$ cat config.mk
export PLATFORM = sky130hd
export DESIGN_NAME = prio_code_decoder
export DESIGN_NICKNAME = d
export VERILOG_FILES = /design/src/rtl/prio_code_pkg.sv /design/src/rtl/prio_code_fifo.sv /design/src/rtl/prio_code_decoder.sv
export SDC_FILE = /design/constraint.sdc
export NUM_CORES = 1
export LEC_CHECK = 0
export ABC_AREA = 1
export CELL_PAD_IN_SITES_DETAIL_PLACEMENT = 1
export CELL_PAD_IN_SITES_GLOBAL_PLACEMENT = 1
export CORE_ASPECT_RATIO = 0.8
export CORE_MARGIN = 2
export CORE_UTILIZATION = 43
export DETAILED_ROUTE_END_ITERATION = 7
export PLACE_DENSITY = 0.81
export SETUP_SLACK_MARGIN = 0.02
export SLEW_MARGIN = 5
export SYNTH_ARGS = -nofsm -noshare
export SYNTH_HDL_FRONTEND = slang
export SYNTH_HIERARCHICAL = 1
export SYNTH_SLANG_ARGS = --single-unit
export TNS_END_PERCENT = 100
$ cat constraint.sdc
create_clock -name clk -period 5 [get_ports clk]
set_clock_uncertainty 0.1 [all_clocks]
set_input_delay 1 -clock clk [delete_from_list [all_inputs] [get_ports clk]]
set_output_delay 1 -clock clk [all_outputs]
set_load 0.02 [all_outputs]
$ cat src/rtl/prio_code_pkg.sv
// Shared types and decode helper for the 4-to-2 priority-code link.
// Used by the receive-side decoder and by encoder-side models.
package prio_code_pkg;

   localparam int CODE_W = 2;
   localparam int GNT_W  = 4;

   typedef struct packed {
      logic              none;
      logic [CODE_W-1:0] code;
   } entry_t;

   function automatic logic [GNT_W-1:0] code_to_onehot(input logic              none,
                                                       input logic [CODE_W-1:0] code);
      logic [GNT_W-1:0] onehot;
      onehot = '0;
      if (!none) begin
         case (code)
            2'd0:    onehot = 4'b0001;
            2'd1:    onehot = 4'b0010;
            2'd2:    onehot = 4'b0100;
            2'd3:    onehot = 4'b1000;
            default: onehot = 4'b0000;
         endcase
      end
      return onehot;
   endfunction

endpackage

$ cat src/rtl/prio_code_fifo.sv
// Show-ahead FIFO of DEPTH entries with an occupancy output.
// The head entry is visible on out_data whenever out_valid is high.
module prio_code_fifo
   import prio_code_pkg::*;
#(
   parameter int DEPTH = 4,
   localparam int PTR_W = $clog2(DEPTH),
   localparam int LVL_W = $clog2(DEPTH) + 1
) (
   input  logic             clk,
   input  logic             rst,
   input  logic             in_valid,
   output logic             in_ready,
   input  entry_t           in_data,
   output logic             out_valid,
   input  logic             out_ready,
   output entry_t           out_data,
   output logic [LVL_W-1:0] level
);

   entry_t             mem [DEPTH];
   logic [PTR_W-1:0]   wr_ptr;
   logic [PTR_W-1:0]   rd_ptr;
   logic               push;
   logic               pop;

   assign in_ready  = (level != LVL_W'(DEPTH));
   assign out_valid = (level != '0);
   assign out_data  = mem[rd_ptr];

   assign push = in_valid && in_ready;
   assign pop  = out_valid && out_ready;

   // Pointers wrap naturally because DEPTH is a power of two.
   // NOTE: sequential state uses non-blocking assignments so every register samples pre-edge values.
   always_ff @(posedge clk or posedge rst) begin
      if (rst) begin
         wr_ptr <= '0;
         rd_ptr <= '0;
         level  <= '0;
      end else begin
         if (push) wr_ptr <= wr_ptr + 1'b1;
         if (pop)  rd_ptr <= rd_ptr + 1'b1;
         case ({push, pop})
            2'b10:   level <= level + 1'b1;
            2'b01:   level <= level - 1'b1;
            default: level <= level;
         endcase
      end
   end

   // NOTE: storage is deliberately not reset; level and pointers alone define which entries are live.
   always_ff @(posedge clk) begin
      if (push) mem[wr_ptr] <= in_data;
   end

endmodule

$ cat src/rtl/prio_code_decoder.sv
// Receive end of the priority-code link: buffers {none, code} entries and
// decodes the head to a one-hot grant, counting delivered grants (saturating).
module prio_code_decoder
   import prio_code_pkg::*;
#(
   parameter int DEPTH = 4,
   parameter int CNT_W = 8
) (
   input  logic                       clk,
   input  logic                       rst,
   input  logic                       in_valid,
   output logic                       in_ready,
   input  logic [CODE_W-1:0]          in_code,
   input  logic                       in_none,
   output logic                       out_valid,
   input  logic                       out_ready,
   output logic [GNT_W-1:0]           out_onehot,
   output logic [$clog2(DEPTH):0]     level,
   output logic [CNT_W-1:0]           grant_cnt
);

   entry_t in_entry;
   entry_t head;

   assign in_entry = '{none: in_none, code: in_code};

   prio_code_fifo #(
      .DEPTH(DEPTH)
   ) u_fifo (
      .clk       (clk),
      .rst       (rst),
      .in_valid  (in_valid),
      .in_ready  (in_ready),
      .in_data   (in_entry),
      .out_valid (out_valid),
      .out_ready (out_ready),
      .out_data  (head),
      .level     (level)
   );

   // NOTE: the output gets a default before any condition so no latch is inferred.
   always_comb begin
      out_onehot = '0;
      if (out_valid) out_onehot = code_to_onehot(head.none, head.code);
   end

   always_ff @(posedge clk or posedge rst) begin
      if (rst) begin
         grant_cnt <= '0;
      end else if (out_valid && out_ready && !head.none && (grant_cnt != '1)) begin
         grant_cnt <= grant_cnt + 1'b1;
      end
   end

endmodule

==> impl_metrics.ini, run 1 <==
[yosys]
synth_cell_types = 26
async_flop_share = 0.556
synth_top_cells_by_count = nand2_1 (50), inv_1 (30), dfrtp_1 (15), edfxtp_1 (12), nand3_1 (10)
synthesis.area_mm2 = 0.00151
syn_area_per_cell_um2 = 8.86
ys.flop_type = dfrtp_1
yosysWarnings = 6
synthMostInstantiatedCell = nand2_1
synthCells = 170
yosys-top-cells-area = dfrtp_1 (25%), edfxtp_1 (24%), nand2_1 (12%)
ys_ff_latch = 27
synth_edf_count = 12
yosysTopAreaCellShare = 0.249
synth-seq-area-share = 0.488
synth_top_cell_by_area = dfrtp_1
synth_nets = 184

[grt]
antenna_found_initial = 0
grt_max_degree = 15
grt_pass1_wl_um = 5870
grt_pass1_vias = 1241
track_usage = 0.190
grt.overflow.total = 0

[clock_network]
clk_path_buf_depth = 2
cts_tree = built
numCtsBuffers = 3
ctsHtreeMaxLevel = 1
clk_latency_ns = 0.27
clkTransAtPathRegs_ns = 0.09
cts_hold_buffers = 0
cts_root_buf = clkbuf_8
cts_resized = 0
cts.sinks = 27
cts_setup_buffers = 0

[cells_and_area]
nets = 211
num_antenna_cells = 0
area_growth_pct = 21.0
drive_above_1_share = 0.112

[floorplan]
core-area_mm2 = 0.00340
rows = 19
initial_core_util = 0.443
die_area_mm2 = 0.00400
die_y_um = 56.9
io_pins = 24
chipWidth_um = 70.2

[timing]
relSlewSlack = 0.759
hold_viol = 0
finalCritPeriodShare = 0.643
tightest_slew_ns = 0.360
fmax_ghz = 0.311
post-route-min-period_ns = 3.22
maxSlewViolCount = 0
rsz0062_at_grt = no
setup_tns_ns = 0
setup_viol = 0

[placed_design]
gp_congestion = 0.749
portBuffers = 23
dpl.hpwl_um = 2820

[setup_path]
critPathArrivalTime_ns = 2.12
crit_type = register to output port
start_kind = register
timing.rr.end = u_fifo/level[2]
worst_setup_path_end_kind = output port
required_ns = 3.90
worstPathMaxFanout = 13
r2r_start = u_fifo/level[2]
reg2reg_depth = 11
r2r_setup_slack_ns = 3.02

[min_path]
hold_start = u_fifo/level[0]
hold_depth = 1
hp-class = register to register
whs_endpoint = u_fifo/level[0]

[routing]
detailroute.via_count = 1177
wl_um = 3420
wl_per_cell_um = 14.4
drc = 0
detail-route-antenna-nets = 0
firstDrtPassIters = 3
via_per_inst = 4.95
first_iter_violations = 35

[job]
max_cap_violations = 0

[status]
status = completed

[power]
power_density_mw_per_mm2 = 565
ir_drop_mv = 0.285
p_leak_nw = 0.846
power_w = 0.00103
[per-stage QoR]
step           utilization  area [µm²]  std cells  worst slack, ns  hold WS (ns)
6_report             0.536        1820        238             1.78         0.416
5_1_grt              0.536        1820        238             1.61         0.462
4_1_cts              0.536        1820        238             1.76         0.420
3_5_place_dp         0.523        1780        234             2.08         0.407
3_3_place_gp         0.523        1780        234             2.20         0.398
2_1_floorplan            -        1510        170             2.49         0.381
[where the power goes]
group	switching [W]	leakage (nW)	internal (W)
logic	0.000327	0.533	0.000211
registers	0.0000671	0.291	0.000300
clock network	0.0000676	0.0228	0.0000571
total	0.000462	0.846	0.000568
[area by class of cell]
| cell class | instances | area [µm²] |
|---|---|---|
| Clock buffer | 4 | 45.0 |
| Fill cell | 416 | 1580 |
| Inverter | 35 | 134 |
| Multi-Input combinational cell | 107 | 626 |
| Sequential cell | 27 | 736 |
| Tap cell | 42 | 52.6 |
| Timing Repair Buffer | 23 | 230 |
[critical path, cell delays in order (launching register included)]
cell             delay (ns)
dfrtp_1                0.41
inv_2                  0.17
nand2_1                0.07
o211ai_1               0.08
nand2_1                0.12
inv_1                  0.07
nand2_1                0.09
nor3_1                 0.18
clkdlybuf4s50_1        0.64
[sequential cells by signal (all words and copies together), names as in the netlist]
name and count:
u_fifo/wr_ptr 2, grant_cnt 8, u_fifo/mem 12, u_fifo/level 3
u_fifo/rd_ptr 2
[kinds of logic (layout without fill, tap and decap cells)]
logic type	count (synthesis)	in the layout	share of synthesized area
compound gates	11	11	0.0490
xor+xnor	2	2	0.0116
fa+ha+maj	7	7	0.0631
buf+inv	36	62	0.0963
flops	27	27	0.488
simple gates	87	87	0.292
[how the worst max path moves through the flow]
stage | start | endpoint | slack, ns | depth (start not counted)
after floorplan | u_fifo/rd_ptr[0] | out_onehot[0] | 2.49 | 8
after global placement | u_fifo/rd_ptr[0] | out_onehot[0] | 2.20 | 8
after detailed placement | u_fifo/rd_ptr[0] | out_onehot[0] | 2.08 | 8
after CTS | u_fifo/rd_ptr[0] | out_onehot[0] | 1.76 | 8
after global routing | u_fifo/rd_ptr[0] | out_onehot[0] | 1.61 | 8
final | u_fifo/rd_ptr[0] | out_onehot[0] | 1.78 | 8
[placed cells by master, fill, tap and decap left out, types with 2 or more instances in the layout]
cell | synthesis | routed
clkbuf_8 | 0 | 3
clkdlybuf4s50_1 | 0 | 23
dfrtp_1 | 15 | 15
edfxtp_1 | 12 | 12
ha_1 | 6 | 6
inv_1 | 30 | 30
inv_2 | 4 | 4
nand2_1 | 50 | 50
nand2_2 | 3 | 3
nand2_4 | 2 | 2
nand3_1 | 10 | 10
nand4_1 | 3 | 3
nor2_1 | 7 | 7
nor2_4 | 3 | 3
nor3_1 | 4 | 4
o211ai_1 | 6 | 6
o21ai_0 | 2 | 2
o21ai_1 | 2 | 2
xnor2_1 | 2 | 2
[metal layers]
| metal | vias up | wire length [µm] | part of all wire | track usage |
|---|---|---|---|---|
| met5 | - | 0 | 0 | 0 |
| met4 | 0 | 23 | 0.0067 | 0.0440 |
| met3 | 2 | 110 | 0.032 | 0.0495 |
| met2 | 13 | 1810 | 0.53 | 0.351 |
| met1 | 575 | 1480 | 0.43 | 0.225 |
| li1 | 587 | - | - | - |
Power figures use the tool's default switching activity.
==> run 2, diff against run 1 <==
- CORE_UTILIZATION: 43 -> 36
- PLACE_DENSITY: 0.81 -> 0.72
- clock period: 5 -> 2.75 ns (I/O delays scaled with it)
==> run 2 against run 1 <==
  * First-iteration DRC count decreased by 40%
  * Sequential share of layout area decreased by 0.38 points
  * Setup slack got worse by 1.5 ns
  * Critical path depth unchanged
  * Count of clock-buffer cells in the layout decreased by 1
  * Critical path type unchanged
  * Largest cell class unchanged
  * Final cell count increased by 6.3%
  * Clock power increased by 90%
  * Combinational power increased by 75%
  * Register-to-register slack got worse by 2.3 ns
  * Largest power group unchanged
==> impl_metrics.ini, run 2 (same netlist as run 1, synthesis figures left out) <==
[status]
status = completed

[clock_network]
cts_root_buf = clkbuf_8
clkTransAtPathRegs_ns = 0.09
cts_tree = built
cts.sinks = 27
numCtsBuffers = 3
ctsHtreeMaxLevel = 1
clk_latency_ns = 0.28
clk_path_buf_depth = 2

[timing]
relSlewSlack = 0.764
fmax_ghz = 0.409
maxSlewViolCount = 0
post-route-min-period_ns = 2.45
hold_viol = 0
finalCritPeriodShare = 0.890
fin_hold_ws_ns = 0.423
finalWorstSetupSlack_ns = 0.302
setup_viol = 0
tightest_slew_ns = 0.353
rsz0062_at_grt = no
setup_tns_ns = 0

[cells_and_area]
multi_input_area_um2 = 626
final_area_mm2 = 0.00184
drive_above_1_share = 0.117
regArea_um2 = 736
nets = 211
layout_commonest_cell = nand2_1
fillers = 506
largest_reg_flops = 12
area_growth_pct = 22.2
regMostFlops = u_fifo/mem
largestRegisters = u_fifo/mem: 12 flops, grant_cnt: 8 flops, u_fifo/level: 3 flops
num_antenna_cells = 0
mostFrequentLayoutCells = nand2_1 (50), inv_1 (30), clkdlybuf4s50_1 (19), dfrtp_1 (15), edfxtp_1 (12)

[floorplan]
initial_core_util = 0.368
chipWidth_um = 76.3
core-area_mm2 = 0.00410
die_area_mm2 = 0.00472
io_pins = 24
die_y_um = 61.9
rows = 21

[setup_path]
required_ns = 2.10
reg2reg_depth = 11
timing.rr.end = u_fifo/level[2]
r2r_start = u_fifo/level[2]
worst_setup_path_end_kind = output port
r2r_setup_slack_ns = 0.77
slowest_stage = dfrtp_1
cp_common_cell = nand2_1
critPathArrivalTime_ns = 1.80
start_kind = register
worstPathMaxFanout = 13
max_stage_delay_ns = 0.41
path_cells = inv_2 -> nand2_1 -> o211ai_1 -> nand2_1 -> inv_1 -> nand2_1 -> nor3_1 -> dlygate4sd2_1
crit_type = register to output port

[min_path]
hp-class = register to register
whs_endpoint = u_fifo/rd_ptr[0]
hold_depth = 2
hold_start = u_fifo/rd_ptr[0]

[power]
power_w = 0.00183
power_density_mw_per_mm2 = 995
ir_drop_mv = 0.504
p_leak_nw = 0.862

[routing]
detail-route-antenna-nets = 0
via_per_inst = 4.50
wl_um = 3050
firstDrtPassIters = 2
wl_per_cell_um = 12.0
first_iter_violations = 21
detailroute.via_count = 1139
drc = 0

[grt]
grt_pass1_vias = 1141
track_usage = 0.138
antenna_found_initial = 0
grt.overflow.total = 0
grt_max_degree = 17
grt_pass1_wl_um = 5020

[placed_design]
portBuffers = 23
placed_area_mm2 = 0.00180
gp_congestion = 0.746
dpl_worst_slack_ns = 0.315
dpl.hpwl_um = 2560

[job]
max_cap_violations = 0
-- run 2: cell count changes in the layout (fill, tap and decap cells not counted) --
| cell | previous run | this run |
|---|---|---|
| clkdlybuf4s50_1 | 23 | 19 |
| clkinvlp_4 | 0 | 1 |
| dlygate4sd2_1 | 0 | 4 |
| clkbuf_1 | 1 | 0 |
-- run 2: what timing repair did --
action                                  CTS  global route
hold buffers                              0             0
setup buffers                             0             0
endpoints found under the setup margin    4             0
resized for setup                         4             0
-- run 2: metal layers --
metal,share of wire,GRT usage
met1,0.49,0.169
met2,0.47,0.248
met3,0.020,0.0260
met4,0.018,0.0623
met5,0,0
-- run 2: final cells by class --
cell class / count / share of cell area
flip-flops and latches: 27 / 0.400
inverters: 35 / 0.0727
clock inverters: 1 / 0.00408
repair buffers: 23 / 0.122
clock buffers: 3 / 0.0224
multi-input cells: 107 / 0.340
well taps: 57 / 0.0387
-- run 2: power breakdown --
part           leakage [nW]  internal [W]  total, W  switching (W)
registers             0.291      0.000544  0.000656       0.000112
clock network        0.0217      0.000103  0.000237       0.000133
logic                 0.549      0.000361  0.000939       0.000578
total                 0.862       0.00101   0.00183       0.000823
-- run 2: stage by stage --
step	cells	utilization
floorplan	170	-
global placement	249	0.438
detailed placement	249	0.438
CTS	253	0.449
global route	253	0.449
finish	253	0.449
-- run 2: how the worst max path moves through the flow --
stage,startpoint,end,slack (ns)
3_3_place_gp,u_fifo/rd_ptr[0],out_onehot[0],0.41
5_1_grt,u_fifo/rd_ptr[0],out_onehot[2],0.10
3_5_place_dp,u_fifo/rd_ptr[0],out_onehot[1],0.32
4_1_cts,u_fifo/rd_ptr[0],out_onehot[1],0.28
2_1_floorplan,u_fifo/rd_ptr[0],out_onehot[0],0.69
6_report,u_fifo/rd_ptr[0],out_onehot[1],0.30
-- run 2: critical path: cells and delay by family (launching register included) --
family	cells	cell delay (ns)
AOI/OAI and AO/OA	1	0.09
DFF	1	0.41
buffers and inverters	3	0.59
and+or+nand+nor	4	0.43
==> patch: new RTL, config.mk and constraints of run 2 <==
Change the package constant `CODE_W` from 2 to 3.
--- a/src/rtl/prio_code_pkg.sv
+++ b/src/rtl/prio_code_pkg.sv
@@ -3,5 +3,5 @@
 package prio_code_pkg;
 
-   localparam int CODE_W = 2;
+   localparam int CODE_W = 3;
    localparam int GNT_W  = 4;
 
Interface: changed (resized in_code); port bits go from 24 to 25. The function was not compared with the original's and may differ.
==> patch against run 2 <==
- power grew 20%
- area after synthesis grew 8.1%
- sequential cell count grew 4
- design area grew 11%
- setup slack lost 50 ps
- die area grew 7.6%
- maximum frequency shrank 2.0%
- via count grew 13%
- critical path type unchanged
- wire length grew 17%
- register-to-register slack is essentially flat
- global-route usage grew 2.4 points
==> patch: results (changes against run 2) <==
outcome:
  outcome: "finished, final reports clean"
placed_design:
  placed_cell_area_um2: 1930  # +7.4%
  gp_congestion: 0.767  # +2.8%
  io_buffers: 24  # +4.3%
  placed_cells: 262  # +5.2%
  dp.final_hpwl_mm: 2.92  # +14%
clock_tree:
  clk_pin_slew_worst_paths_ps: 70  # -20 ps
  cts_root_buf: "clkbuf_8"
  cts_buffer_depth: 2  # unchanged
  h-tree-depth: 2  # +1
  insertion_delay_ps: 280  # about the same
  numCtsBuffers: 5  # +2
power:
  peakVddDrop_mv: 0.572  # +14%
  p_seq_share_pct: 34.6  # -1.2 points
  internal_power_mw: 1.29  # +28%
  combPwrFrac_pct: 44.6  # -6.7 points
  power_leakage_nw: 0.956  # +11%
  p_sw_share_pct: 41.2  # -3.7 points
yosys:
  synth-async-reset-ratio_pct: 48.4  # -7.2 points
  synth_cells: 182  # +7.1%
  synthTopCellsByArea: "edfxtp_1 (29%), dfrtp_1 (23%), nand2_1 (13%)"
  synth_edf_count: 16  # +4
  synth_seq_area_share_pct: 52.5  # +3.7 points
  syn_nets: 197  # +7.1%
  yosys_warnings: 6  # unchanged
  post_synth_num_cell_types: 23  # -12%
  ys_top_cells_by_count: "nand2_1 (57), inv_1 (32), edfxtp_1 (16)"
layout:
  final_nets: 227  # +7.6%
  instances_no_fill: 270  # +6.7%
  drive_above_1_share_pct: 11.3  # -0.47 points
  top_regs: "u_fifo/mem x16, grant_cnt x8, u_fifo/level x3"
  finalInstanceArea_um2: 2040  # +11%
grt:
  grt_max_degree: 18  # +1
  grt_pass1_wl_mm: 6.27  # +25%
  first_global_vias: 1330  # +17%
  globalRouteMet2Util_pct: 27.5  # +2.8 points
  grt.met1_usage_pct: 20.3  # +3.4 points
  gr-usage-met3_pct: 4.66  # +2.1 points
  antenna_found_initial: 0  # unchanged
  track_usage_pct: 16.2  # +2.4 points
detailed_routing:
  wl_met2_mm: 1.75  # +21%
  routed.top_layer: "met4"
  drtIter0Drc: 45  # +110%
  first_pass_iters: 4  # +2
  avgRoutedWirePerCell_um: 13.2  # +9.6%
  vias_per_cell: 4.78  # +6.2%
  wl_met1_mm: 1.63  # +9.8%
  wl_met3_um: 146  # +140%
setup_path:
  rr_startpoint: "u_fifo/level[0]$_DFFE_PP0P_"
  r2r_cells: 10  # -1
  worstPathArrival_ps: 1850  # +50 ps
  crit_end: "out_onehot[1]"
  reg2reg_slack_ps: 770  # about the same
  cp_max_fo: 17  # +4
  r2r-end: "u_fifo/level[2]$_DFFE_PP0P_"
  worstSetupStartpoint: "u_fifo/rd_ptr[0]$_DFFE_PP0P_"
sta:
  worst_pin_slew_ps: 462  # +109 ps
worst_hold_path:
  min_from: "u_fifo/level[0]$_DFFE_PP0P_"
  min_path_cells: 1  # -1
## patch: cell types whose count changed in the layout (fill, tap and decap cells not counted), moves of 2 or more
cell and change:
inv_1 +2, o21ai_1 -2, o211ai_1 +2, clkbuf_8 +3, nand2_1 +7, o21ai_0 +2
edfxtp_1 +4, nand3_2 +2, nand3_1 -2
## patch: logic make-up (layout without fill, tap and decap cells)
family	after synthesis	after routing	share of synthesized area, %
compound gates	12	12	4.92
xor+xnor	3	3	1.61
fa+ha+maj	7	7	5.84
buf+inv	38	69	9.37
flops	31	31	52.5
simple gates	91	91	25.7
## patch: worst min path at each step
stage | to | slack [ps]
CTS | u_fifo/level[0]$_DFFE_PP0P_ | 430
global route | u_fifo/level[0]$_DFFE_PP0P_ | 440
floorplan | u_fifo/level[0]$_DFFE_PP0P_ | 250
detailed placement | u_fifo/level[0]$_DFFE_PP0P_ | 410
global placement | u_fifo/rd_ptr[0]$_DFFE_PP0P_ | 400
finish | u_fifo/level[0]$_DFFE_PP0P_ | 420
## patch: through the flow
step	setup WS [ps]	hold WS, ps
2_1_floorplan	650	253
3_3_place_gp	306	399
3_5_place_dp	191	414
4_1_cts	226	431
5_1_grt	52.6	440
6_report	252	419
## patch: layout make-up
cell class                      instances  area [um^2]
Sequential cell                        31          856
Inverter                               37          144
Clock buffer                            6         82.6
Clock inverter                          2         35.0
Multi-Input combinational cell        113          621
Fill cell                             508         2210
Tap cell                               57         71.3
Timing Repair Buffer                   24          235
## patch: worst max-delay path: stages (launching register included)
cell           delay [ps]
dfrtp_1               420
inv_4                 160
nand2_1                80
o211ai_1               90
nand2_1               120
nand3b_1              190
nor3_1                140
dlygate4sd2_1         350
## patch: what timing repair did
item	4_1_cts	5_1_grt
resized for setup	5	0
setup buffers	0	0
endpoints found under the setup margin	4	0
hold buffers	0	0
